**src/rtl/logic_capture_rle_pkg.sv**
```systemverilog
// Shared constants, state encoding and word-packing helpers for the capture RLE packer.
package logic_capture_pkg;

    localparam logic [1:0]  CAP_WIDTH_32   = 2'd0;
    localparam logic [1:0]  CAP_WIDTH_16   = 2'd1;
    localparam logic [1:0]  CAP_WIDTH_8    = 2'd2;

    localparam logic [23:0] RLE_CNT_MAX_8  = 24'hFFFFFF;
    localparam logic [15:0] RLE_CNT_MAX_16 = 16'hFFFF;

    typedef enum logic [1:0] {
        IDLE  = 2'd0,
        RUN   = 2'd1,
        FLUSH = 2'd2
    } cap_state_t;

    // Bits of the sample that belong to the active channel group
    function automatic logic [31:0] cap_mask(input logic [1:0] width);
        case (width)
            CAP_WIDTH_8:  cap_mask = 32'h0000_00FF;
            CAP_WIDTH_16: cap_mask = 32'h0000_FFFF;
            default:      cap_mask = 32'hFFFF_FFFF;
        endcase
    endfunction

    // Build an output word: count in the upper bits, data in the lower bits
    function automatic logic [31:0] cap_pack(input logic [1:0]  width,
                                             input logic [23:0] cnt,
                                             input logic [31:0] data);
        case (width)
            CAP_WIDTH_8:  cap_pack = {cnt[23:0], data[7:0]};
            CAP_WIDTH_16: cap_pack = {cnt[15:0], data[15:0]};
            default:      cap_pack = data;
        endcase
    endfunction

endpackage

```
**src/rtl/logic_capture_rle_out_reg.sv**
```systemverilog
// Single-entry output holding register; word stays stable until the sink accepts it.
module logic_capture_rle_out_reg (
    input  logic        i_clk,
    input  logic        i_rst,
    input  logic        i_load,
    input  logic [31:0] i_data,
    input  logic        i_tready,
    output logic        o_tvalid,
    output logic [31:0] o_tdata,
    output logic        o_out_free
);

    logic        r_tvalid;
    logic [31:0] r_tdata;

    assign o_out_free = !r_tvalid || i_tready;
    assign o_tvalid   = r_tvalid;
    assign o_tdata    = r_tdata;

    // Load only arrives when the slot is free, so load takes priority over drain
    always_ff @(posedge i_clk) begin
        if (i_rst) begin
            r_tvalid <= 1'b0;
            r_tdata  <= '0;
        end else if (i_load) begin
            r_tvalid <= 1'b1;
            r_tdata  <= i_data;
        end else if (i_tready) begin
            r_tvalid <= 1'b0;
        end
    end

endmodule

```
**src/rtl/logic_capture_rle.sv**
```systemverilog
// Run-length encoder/packer for the capture stream.
// Define LOGIC_CAPTURE_RLE_EN to collapse repeated 8/16ch samples into {count,data}
// words; without it every sample becomes its own word with count 0.
module logic_capture_rle
    import logic_capture_pkg::*;
(
    input  logic        clk_i,
    input  logic        rst_i,
    input  logic        enable_i,
    input  logic        flush_i,
    input  logic [1:0]  cfg_width_i,
    input  logic        input_valid_i,
    input  logic [31:0] input_data_i,
    output logic        outport_tvalid_o,
    output logic [31:0] outport_tdata_o,
    input  logic        outport_tready_i,
    output logic        status_overflow_o,
    output logic        status_idle_o
);

    cap_state_t  r_state, w_state_nxt;
    logic        r_en_q;
    logic [1:0]  r_cfg;
    logic        r_run_valid, w_run_valid_nxt;
    logic [23:0] r_run_cnt, w_run_cnt_nxt;
    logic [31:0] r_run_data, w_run_data_nxt;
    logic        r_overflow;
    logic        w_en_rise, w_out_free, w_emit, w_drop, w_tvalid;
    logic [31:0] w_emit_word, w_samp;

    assign w_en_rise = enable_i && !r_en_q;
    assign w_samp    = input_data_i & cap_mask(r_cfg);

`ifdef LOGIC_CAPTURE_RLE_EN
    logic [23:0] w_cnt_max;
    logic        w_match;
    assign w_cnt_max = (r_cfg == CAP_WIDTH_8) ? RLE_CNT_MAX_8 : {8'h00, RLE_CNT_MAX_16};
    assign w_match   = (w_samp == r_run_data);
`endif

    // Next state, run update and emit/drop decisions.
    // In RUN, enable_i was high on the previous cycle, so a sample on the cycle
    // enable_i falls still belongs to the run before it is flushed.
    always_comb begin
        w_state_nxt     = r_state;
        w_run_valid_nxt = r_run_valid;
        w_run_cnt_nxt   = r_run_cnt;
        w_run_data_nxt  = r_run_data;
        w_emit          = 1'b0;
        w_emit_word     = '0;
        w_drop          = 1'b0;
        case (r_state)
            IDLE: begin
                if (w_en_rise) begin
                    w_state_nxt     = RUN;
                    w_run_valid_nxt = 1'b0;
                    w_run_cnt_nxt   = '0;
                end
            end
            RUN: begin
                if (input_valid_i) begin
`ifdef LOGIC_CAPTURE_RLE_EN
                    if (r_cfg == CAP_WIDTH_32) begin
                        if (w_out_free) begin
                            w_emit      = 1'b1;
                            w_emit_word = w_samp;
                        end else begin
                            w_drop = 1'b1;
                        end
                    end else if (!r_run_valid) begin
                        w_run_valid_nxt = 1'b1;
                        w_run_data_nxt  = w_samp;
                        w_run_cnt_nxt   = '0;
                    end else if (w_match && (r_run_cnt != w_cnt_max)) begin
                        w_run_cnt_nxt = r_run_cnt + 24'd1;
                    end else if (w_out_free) begin
                        w_emit         = 1'b1;
                        w_emit_word    = cap_pack(r_cfg, r_run_cnt, r_run_data);
                        w_run_data_nxt = w_samp;
                        w_run_cnt_nxt  = '0;
                    end else begin
                        w_drop = 1'b1;
                    end
`else
                    if (w_out_free) begin
                        w_emit      = 1'b1;
                        w_emit_word = cap_pack(r_cfg, 24'h0, w_samp);
                    end else begin
                        w_drop = 1'b1;
                    end
`endif
                end
                if (flush_i || !enable_i)
                    w_state_nxt = FLUSH;
            end
            FLUSH: begin
                if (input_valid_i && enable_i)
                    w_drop = 1'b1;
                if (!r_run_valid) begin
                    w_state_nxt = enable_i ? RUN : IDLE;
                end else if (w_out_free) begin
                    w_emit          = 1'b1;
                    w_emit_word     = cap_pack(r_cfg, r_run_cnt, r_run_data);
                    w_run_valid_nxt = 1'b0;
                    w_run_cnt_nxt   = '0;
                    w_state_nxt     = enable_i ? RUN : IDLE;
                end
            end
            default: w_state_nxt = IDLE;
        endcase
    end

    // State, open run, enable edge detect and width latch (width only follows input in IDLE)
    always_ff @(posedge clk_i) begin
        if (rst_i) begin
            r_state     <= IDLE;
            r_en_q      <= 1'b0;
            r_cfg       <= CAP_WIDTH_32;
            r_run_valid <= 1'b0;
            r_run_cnt   <= '0;
            r_run_data  <= '0;
        end else begin
            r_state     <= w_state_nxt;
            r_en_q      <= enable_i;
            r_run_valid <= w_run_valid_nxt;
            r_run_cnt   <= w_run_cnt_nxt;
            r_run_data  <= w_run_data_nxt;
            if (r_state == IDLE)
                r_cfg <= (cfg_width_i == 2'd3) ? CAP_WIDTH_32 : cfg_width_i;
        end
    end

    // Sticky overflow; a fresh enable starts a clean capture
    always_ff @(posedge clk_i) begin
        if (rst_i)
            r_overflow <= 1'b0;
        else if (w_en_rise)
            r_overflow <= 1'b0;
        else if (w_drop)
            r_overflow <= 1'b1;
    end

    logic_capture_rle_out_reg u_out_reg (
        .i_clk      (clk_i),
        .i_rst      (rst_i),
        .i_load     (w_emit),
        .i_data     (w_emit_word),
        .i_tready   (outport_tready_i),
        .o_tvalid   (w_tvalid),
        .o_tdata    (outport_tdata_o),
        .o_out_free (w_out_free)
    );

    assign outport_tvalid_o  = w_tvalid;
    assign status_overflow_o = r_overflow;
    assign status_idle_o     = !r_run_valid && !w_tvalid;

endmodule

```
**config.mk**
```make
export PLATFORM = sky130hd
export DESIGN_NAME = logic_capture_rle
export DESIGN_NICKNAME = d
export VERILOG_FILES = /design/src/rtl/logic_capture_rle_pkg.sv /design/src/rtl/logic_capture_rle_out_reg.sv /design/src/rtl/logic_capture_rle.sv
export SDC_FILE = /design/constraint.sdc
export NUM_CORES = 1
export LEC_CHECK = 0
export ABC_AREA = 1
export BUFFER_PORTS_ARGS = -buffer_cell sky130_fd_sc_hd__clkbuf_2
export CORE_AREA = 3 3 88 90
export DETAILED_ROUTE_END_ITERATION = 7
export DIE_AREA = 0 0 91 93
export PLACE_DENSITY = 0.57
export SETUP_SLACK_MARGIN = 0.15
export SYNTH_ARGS = -nofsm -noshare
export SYNTH_HDL_FRONTEND = slang
export SYNTH_HIERARCHICAL = 1
export SYNTH_SLANG_ARGS = --single-unit
export TNS_END_PERCENT = 50
```
**constraint.sdc**
```tcl
create_clock -name clk_i -period 2.1 [get_ports clk_i]
set_input_delay 0.21 -clock clk_i [delete_from_list [all_inputs] [get_ports clk_i]]
set_output_delay 0.21 -clock clk_i [all_outputs]
set_load 0.02 [all_outputs]
```
# Yosys cells after proc, flatten, opt, wreduce, memory -nomap -nowiden
# Index checks and enable logic that the tools add are counted.
classes:
  n_eq_ne: 10
  muxes: 32
  bitwise_logic: 1
  n_reduce_logical: 16
ops:
  columns: ["op", "count"]
  rows:
  - ["one-hot mux 32 bit (2 select lines)", 4]
  - ["two-way mux 32 bit", 4]
  - ["two-way mux 24 bit", 3]
  - ["one-hot mux 24 bit (2 select lines)", 1]
  - ["bitwise AND 32 bit", 1]
  - ["two-way mux 1 bit", 11]
  - ["two-way mux 2 bit", 5]
  - ["equality test 2 bit (second input constant)", 3]
  - ["inequality test 2 bit (second input constant)", 3]
  - ["one-hot mux 1 bit (2 select lines)", 3]
  - ["one-hot mux 2 bit (3 select lines)", 1]
  - ["equality test 2 x 1 -> 1 bit (second input constant)", 2]
  - ["zero test 1 bit", 4]
  - ["AND reduction 4 bit", 1]
  - ["nonzero test 2 bit", 2]
  - ["logical AND 1 bit", 3]
  - ["inequality test 3 x 2 -> 1 bit (second input constant)", 1]
  - ["AND reduction 3 bit", 1]
  - ["zero test 2 bit", 1]
  - ["logical OR 1 bit", 2]
  - ["inequality test 2 x 1 -> 1 bit (second input constant)", 1]
  - ["AND reduction 2 bit", 1]
  - ["OR reduction 2 bit", 1]
word_totals:
  ff_bits: 64
  output_inout_bits: 35
  wordCells: 67

# Longest topological paths before layout
# Gate-level depths: netlist of run 1.
logic_depth:
  depth_word: 7
  ltp_mapped: 9
  depth_no_buf: 8

# Cells and area by module
# Netlist of run 1, hierarchy kept.
modules_own_cells:
  columns: ["module", "instances", "cells_per_inst", "area_each_um2"]
  rows:
  - ["logic_capture_rle_out_reg", 1, 143, 1152.4]
  - ["logic_capture_rle", 1, 121, 721.9]

# Worst setup path after synthesis of run 1
# Ideal clock, no wire load.
synth_timing:
  path_kind: "register -> register"
  start: "register r_state[0]"
  end: "register u_out_reg.r_tdata[10], in the netlist u_out_reg/o_tdata[10]"
  arrival_time_ns: 1.368
  t_required_ns: 1.984
  setup_slack_ns: 0.616
  stages_incl_launch_ff: 9
  n_path_buf: 1
  synth_period_minus_slack_ns: 1.484
  path_cell_list: "dfxtp_1 -> inv_1 -> ha_1 -> mux2i_1 -> nor2_1 -> inv_2 -> buf_6 -> nor2_1 -> nor2_1"
synth_via:
  elab_chain_len: 2
synth_rtl:
  columns: ["element", "line_no", "rtl"]
  rows:
  - ["start: declaration", "logic_capture_rle.sv:21", "cap_state_t r_state, w_state_nxt;"]
  - ["start signal: assignment", "logic_capture_rle.sv:123", "r_state <= w_state_nxt;"]
  - ["equality test 2 bit or equality test 2 x 1 -> 1 bit (tied branches)", "logic_capture_rle.sv:52", "case (r_state)"]
  - ["one-hot mux 1 bit (2 select lines) *", "logic_capture_rle.sv:52", null]
  - ["net w_emit", "logic_capture_rle.sv:28", "logic w_en_rise, w_out_free, w_emit, w_drop, w_tvalid;"]
  - ["end signal: assignment", "logic_capture_rle_out_reg.sv:27", "r_tdata <= i_data;"]
  - ["end: declaration", "logic_capture_rle_out_reg.sv:14", "logic [31:0] r_tdata;"]
# The timed path passes the listed nets; every way through them passes the cells marked *.
# A chain may end at the register's enable or synchronous reset.

# Final worst setup path of run 1
layout_timing:
  start: "register r_state[0]"
  end: "register u_out_reg.r_tdata[19], in the netlist u_out_reg/o_tdata[19]"
# Same word-level chain as after synthesis.

==> results of run 1 <==
sequential cells by signal (all words and copies together), names as in the netlist:
| name | count |
|---|---|
| r_cfg | 2 |
| u_out_reg/o_tvalid | 1 |
| r_state | 2 |
| r_run_valid | 1 |
| u_out_reg/o_tdata | 32 |
| r_en_q | 1 |
| status_overflow_o | 1 |
power groups by stage:
stage                     combinational, mW  sequential, mW  clock, mW
after detailed placement               1.75            1.23          0
after global placement                 1.74            1.22          0
after global routing                   1.96            1.25      0.581
after CTS                              1.76            1.21      0.546
final                                  1.73            1.21      0.519
after floorplan                       0.976            1.52          0
per-stage QoR:
step / setup slack (ns) / std cells / util / hold WS, ns
6_report: 0.384 / 437 / 0.336 / 0.149
5_1_grt: 0.234 / 437 / 0.336 / 0.159
4_1_cts: 0.378 / 437 / 0.336 / 0.144
3_5_place_dp: 0.400 / 429 / 0.323 / 0.439
3_3_place_gp: 0.455 / 429 / 0.323 / 0.438
2_1_floorplan: 0.616 / 264 / - / 0.279
metal layers:
metal	vias up	part of all wire
li1	966	-
met1	787	0.47
met2	58	0.47
met3	5	0.060
met4	0	0.0079
met5	-	0
worst max-delay path: stages, from the launching register on:
cell and delay [ns]:
dfxtp_1 0.33, inv_1 0.10, ha_1 0.24, mux2i_1 0.23, nor2_2 0.07, inv_2 0.43
nor2_1 0.09, nor2_1 0.13
cells by family (layout without fill, tap and decap cells):
family                     after synthesis  in the layout  synth area share
AOI/OAI and AO/OA                       43             43             0.122
adders and majority gates                6              6            0.0401
buffers and inverters                   38            112             0.102
DFF                                     40             40             0.427
muxes                                    1              1           0.00534
and+or+nand+nor                        136            136             0.303
worst paths after layout:
check,cells past startpoint,from,slack [ns],to
worst max-delay path,7,r_state[0]$_SDFFE_PP0P_,0.38,u_out_reg/o_tdata[19]$_SDFFE_PP0P_
worst min-delay path,2,rst_i,0.15,r_en_q$_SDFF_PP0_
worst max register to register,7,r_state[0]$_SDFFE_PP0P_,0.38,u_out_reg/o_tdata[19]$_SDFFE_PP0P_
worst min register to register,2,status_overflow_o$_SDFFE_PP0P_,0.45,status_overflow_o$_SDFFE_PP0P_
layout by cell type, fill, tap and decap left out:
cell type,n
o21ai_0,34
nand3_1,6
nor3b_1,6
o21ai_2,1
inv_1,24
nand2_1,27
nand2_2,1
buf_4,4
clkbuf_1,2
a21oi_1,5
a211oi_1,1
nor3b_2,2
nand2_4,1
o211ai_1,1
nor2_1,92
clkbuf_2,74
inv_2,1
mux2i_1,1
nor2_2,1
clkinv_2,1
ha_1,6
o211a_1,1
clkbuf_8,6
dfxtp_1,40
layout make-up:
| cell class | count | area (µm²) | share of cell area |
|---|---|---|---|
| clock buffer | 8 | 90.1 | 0.0376 |
| inverter | 26 | 98.8 | 0.0412 |
| multi-input combinational | 186 | 885 | 0.369 |
| sequential | 40 | 801 | 0.334 |
| tap | 99 | 124 | 0.0516 |
| timing repair buffer | 78 | 400 | 0.167 |
==> metrics.md, run 1 <==
| Metric | Value |
|---|---|
| IO buf count | 74 |
| Placed Area | approximately 2300 µm² |
| Synth Area per Inst | 7.10 µm² |
| Critical Path End Type | flip-flop |
| Hold buffer count at CTS | 0 |
| Share of post-route cells with drive strength above 1 | 0.272 |
| Placed wire-length estimate | 3.55 mm |
| Initial antenna violation count | 0 |
| Final nets | 383 |
| Root buffer cell | clkbuf_8 |
| Total number of vias | 1816 |
| Layout area overhead | 28.0% |
| Worst vdd ir | approximately 0.67 mV |
| H-tree depth | 2 |
| Finish-stage setup viols | 0 |
| Clock tree buffer depth | 2 |
| Row count | 31 |
| Initial DRC count | 77 |
| Most frequent cell after synthesis | nor2_1 |
| Grt met2 use | 0.181 |
| Gr busiest metal | met2 |
| Number of fill cells in the layout | between 800 and 900 |
| Number of diodes | 0 |
| RD Place Congestion | between 0.8 and 0.9 |
| Post-synth cell types | 23 |
| GRT overflow | 0 |
| WS Path Type | flip-flop to flip-flop |
| First-pass DRT Iterations | 4 |
| Syn Std Cell Area | 1870 µm² |
| Number of remaining DRC errors | 0 |
| Routed Antenna Nets | 0 |
| Resized Gates After CTS | 0 |
| Die area | 8460 µm² |
| Top FF cell, synth | dfxtp_1 |
| Core ar. | just over 7000 µm² |
| Leakage | around 1.3 nW |
| Synthesized Nets | 310 |
| Async set-reset flop share out of synthesis | 0 |
| Top post-synthesis cells by area | dfxtp_1 (43%), nor2_1 (19%), o21ai_0 (9.1%) |
| GR Util met3 | 0.0314 |
| Met1 Use GR | 0.154 |
| Final Hold Viols | 0 |
| Clock Sinks | 40 |
| Rel. slew slack | 0.606 |
| Crit path launch type | flip-flop |
| Sw frac | 0.462 |
| Yosys reg bits | 40 |
| Crit path arrival time | 1.93 ns |
| Share of the synthesized area in the top cell type | 0.427 |
| CTS clock-pin slew for the worst setup and hold paths | 0.07 ns |
| Post-synth top cells | nor2_1 (93), dfxtp_1 (40), o21ai_0 (34), nand2_1 (27), inv_1 (24) |
| Biggest area consumer among synthesized cells | dfxtp_1 |
| Slew Viols, Final | 0 |
| Post-CTS setup buffer count | 0 |
| Tmin final | about 1.7 ns |
| CTS tree | built |
| Per-cell routed wire length | 11.1 µm |
| Largest net degree at the start of global routing | 34 |
| Total Wirelength | 4.83 mm |
| Worst-margin pin slew | 0.591 ns |
| All-Layer GR Usage | 0.115 |
| Max-cap violations | 0 |
| Initial core utilization | 0.263 |
| Status | finished clean |
| EDFF count, synth | 0 |
| Fmax | 583 MHz |
| Seq pwr share | 0.350 |
| Clk pwr share | 0.150 |
| Maximum net fanout on the critical path | 33 |
| Worst hold path type | input pin to flip-flop |
| Worst skew pair latency | 0.28 ns |
| Setup Total Neg Slack | 0 ns |
| Crit share post-route | 0.817 |
| Psw | 1.60 mW |
| Comb pwr share | 0.500 |
| Req. time, crit path | 2.32 ns |
| DIE HEIGHT | 93 µm |
| Tot Pwr | 3.46 mW |
| Pint | roughly 1.9 mW |
| PwrDens | 1440 nW/µm² |
| Final instance area | 2400 µm² |
| Yosys Warn Count | 6 |
| Vias/cell | 4.16 |
| Ports | 75 |
| Mapped Cells | 264 |
| First-pass GRT wire length | roughly 8 mm |
| Die X | 91 µm |
| Register area share after synthesis | 0.427 |
| Layout Skew | 0.00321 ns |
| Cts bufs inserted | 5 |
| RSZ-0062 raised after global routing | false |
| Number of global-route vias before repair | 1720 |
Power figures use the tool's default switching activity.
==> inputs of run 2 (changes only) <==
ABC_AREA = 0   (was 1)
clock period = 1.6 ns   (was 2.1 ns; I/O delays follow)
==> run 2 against run 1 <==
Synthesized cell count fell by 26%. Utilization rose by 5.2 points. Clock-buffer cell count fell by 1. Flip-flop and latch count did not move. Non-clock buffer count rose by 18. Die area did not move. Setup slack got worse by 0.35 ns. Combinational power barely moved. Sequential power fell by 7%. Critical endpoint is now u_out_reg/o_tdata[20]$_SDFFE_PP0P_. Largest power group unchanged.
==> metrics.md, run 2 <==
| Metric | Value |
|---|---|
| Status | finished clean (unchanged) |
| RD Place Congestion | 0.700 (was 0.883) |
| Non-Filler Instances | 386 (was 437) |
| Placed wire-length estimate | 3.35 mm (was 3.55 mm) |
| Number of global-route vias before repair | 1584 (was 1720) |
| First-pass GRT wire length | 7.89 mm (was 8.05 mm) |
| Yosys reg bits | 40 (unchanged) |
| Routed Antenna Nets | 0 (unchanged) |
| Largest net degree at the start of global routing | 21 (was 34) |
| Core ar. | 7140 µm² (unchanged) |
| Number of remaining DRC errors | 0 (unchanged) |
| First-pass DRT Iterations | 4 (unchanged) |
| WS Path Type | flip-flop to flip-flop (unchanged) |
| Layout area overhead | 45.7% (was 28.0%) |
| Commonest non-fill, non-tap cell in the layout | clkbuf_2 (was nor2_1) |
| Ports | 75 (unchanged) |
| Worst-margin pin slew | 0.240 ns (was 0.591 ns) |
| Slew Viols, Final | 0 (unchanged) |
| EDFF count, synth | 0 (unchanged) |
| Max-cap violations | 0 (unchanged) |
| Row count | 31 (unchanged) |
| Total number of vias | 1641 (was 1816) |
| Share of the synthesized area in the top cell type | 0.422 (was 0.427) |
| Clock tree buffer depth | 2 (unchanged) |
| Synth Area per Inst | 9.73 µm² (was 7.10 µm²) |
| Share of post-route cells with drive strength above 1 | 0.436 (was 0.272) |
| GRT overflow | 0 (unchanged) |
| Synthesized Nets | 241 (was 310) |
| Req. time, crit path | 1.79 ns (was 2.32 ns) |
| Number of diodes | 0 (unchanged) |
| Seq pwr share | 0.300 (was 0.350) |
| Rel. slew slack | 0.840 (was 0.606) |
| Final nets | 332 (was 383) |
| Top FF cell, synth | dfxtp_1 (unchanged) |
| Per-cell routed wire length | 13.0 µm (was 11.1 µm) |
| Worst hold path type | input pin to flip-flop (unchanged) |
| Mapped Cells | 195 (was 264) |
| Post-synth cell types | 27 (was 23) |
| Crit share post-route | 0.979 (was 0.817) |
| Die area | 8460 µm² (unchanged) |
| CTS tree | built (unchanged) |
| Total Wirelength | 5.03 mm (was 4.83 mm) |
| Initial antenna violation count | 0 (unchanged) |
| Worst vdd ir | 0.515 mV (was 0.669 mV) |
| Yosys Warn Count | 6 (unchanged) |
| Async set-reset flop share out of synthesis | 0 (unchanged) |
| Die X | 91 µm (unchanged) |
| CTS clock-pin slew for the worst setup and hold paths | 0.08 ns (was 0.07 ns) |
| Initial core utilization | 0.266 (was 0.263) |
| Post-synth top cells | dfxtp_1 (40), nor2_1 (36), mux2i_1 (33), and3_1 (17), and2_1 (16) (was nor2_1 (93), dfxtp_1 (40), o21ai_0 (34), nand2_1 (27), inv_1 (24)) |
| Final Hold Viols | 0 (unchanged) |
| Root buffer cell | clkbuf_8 (unchanged) |
| Leakage | 1.26 nW (was 1.28 nW) |
| Top post-synthesis cells by area | dfxtp_1 (42%), mux2i_1 (17%), nor2_1 (7.1%) (was dfxtp_1 (43%), nor2_1 (19%), o21ai_0 (9.1%)) |
| Layout Skew | 0.00492 ns (was 0.00321 ns) |
| Most frequent cells in the layout | clkbuf_2 (74), dfxtp_1 (36), nor2_1 (35) (was nor2_1 (92), clkbuf_2 (74), dfxtp_1 (40)) |
| PwrDens | 1360 nW/µm² (was 1440 nW/µm²) |
| Critical Path End Type | flip-flop (unchanged) |
| Maximum net fanout on the critical path | 5 (was 33) |
| Vias/cell | 4.25 (was 4.16) |
| Pint | 2.58 mW (was 1.86 mW) |
| H-tree depth | 2 (unchanged) |
| Clk pwr share | 0.245 (was 0.150) |
| Number of flip-flops in the largest register | 32 (unchanged) |
| Clock Sinks | 40 (unchanged) |
| Syn Std Cell Area | 1900 µm² (was 1870 µm²) |
| Finish-stage setup viols | 0 (unchanged) |
| Fmax | 638 MHz (was 583 MHz) |
| Crit path launch type | flip-flop (unchanged) |
| WHS | 0.105 ns (was 0.149 ns) |
| Comb pwr share | 0.455 (was 0.500) |
| Crit path arrival time | 1.76 ns (was 1.93 ns) |
| Register area share after synthesis | 0.422 (was 0.427) |
| Hold path depth | 2 (unchanged) |
| Initial DRC count | 37 (was 77) |
| Worst skew pair latency | 0.30 ns (was 0.28 ns) |
| Biggest area consumer among synthesized cells | dfxtp_1 (unchanged) |
| DIE HEIGHT | 93 µm (unchanged) |
| All-Layer GR Usage | 0.118 (was 0.115) |
| Worst Reg2Reg Path Length in Cells | 8 (was 7) |
| Cts bufs inserted | 5 (unchanged) |
| RSZ-0062 raised after global routing | true (was false) |
| IO buf count | 74 (unchanged) |
| Psw | 1.18 mW (was 1.60 mW) |
| Most frequent cell after synthesis | dfxtp_1 (was nor2_1) |
| Hold buffer count at CTS | 0 (unchanged) |
| Placed instance count | 365 (was 429) |
| Sw frac | 0.315 (was 0.462) |
| Tmin final | 1.57 ns (was 1.72 ns) |
run 2: repair_timing:
| action | 4_1_cts | 5_1_grt |
|---|---|---|
| buffers inserted | 6 | 3 |
| hold endpoints to repair | 0 | 0 |
| pin swaps | 2 | 7 |
| cloned | 2 | 2 |
| setup endpoints to repair | 32 | 34 |
| gates resized for setup | 9 | 9 |
run 2: cells by family after synthesis:
logic type	count (synthesis)	share of synthesized area
simple gates	85	0.228
flops	40	0.422
mux	34	0.182
buf+inv	19	0.0784
compound gates	11	0.0501
fa+ha+maj	6	0.0396
run 2: worst max-delay path, stage by stage, from the launching register on:
cell and delay [ns]:
dfxtp_4 0.38, inv_2 0.07, ha_4 0.27, nand2_2 0.06, nor2_4 0.14, buf_6 0.13
clkbuf_16 0.14, mux2i_1 0.21, nor2_1 0.05
run 2: cell type report:
class	instances	area, µm²
repair buffers	96	663
fillers	754	4370
inverters	7	28.8
flip-flops and latches	40	808
multi-input cells	136	1020
well taps	99	124
clock buffers	7	96.3
clock inverters	1	30.0
run 2: final timing paths:
| check | to | slack [ns] | from |
|---|---|---|---|
| max | u_out_reg/o_tdata[20]$_SDFFE_PP0P_ | 0.03 | r_state[1]$_SDFFE_PP0P_ |
| max reg2reg | u_out_reg/o_tdata[20]$_SDFFE_PP0P_ | 0.03 | r_state[1]$_SDFFE_PP0P_ |
| min | r_state[1]$_SDFFE_PP0P_ | 0.11 | rst_i |
| min reg2reg | r_cfg[0]$_SDFFE_PP0N_ | 0.48 | r_cfg[0]$_SDFFE_PP0N_ |
run 2: layer usage:
layer  part of all wire  GRT usage  wire (µm)  up-vias
li1                   -          -          -      827
met1               0.45      0.147       2250      765
met2               0.49      0.196       2470       43
met3              0.048     0.0314        241        6
met4              0.014     0.0415         68        0
met5                  0          0          0        -
run 2: stage by stage:
step                power, mW  utilization  setup WS [ns]  TNS, ns  instance area [µm²]
CTS                      3.58        0.372         0.0578        0                 2650
global placement         2.30        0.335         0.0762        0                 2390
finish                   3.76        0.388         0.0332        0                 2770
detailed placement       2.31        0.335         0.0505        0                 2390
global route             3.96        0.388        -0.0667   -0.661                 2770
floorplan                2.06            -          0.166        0                 1900
run 2: power groups by stage:
stage	clock network, mW	logic, mW	registers, mW
floorplan	0	0.889	1.17
global placement	0	1.17	1.14
detailed placement	0	1.17	1.14
CTS	0.950	1.52	1.11
global route	0.981	1.84	1.14
finish	0.922	1.71	1.13
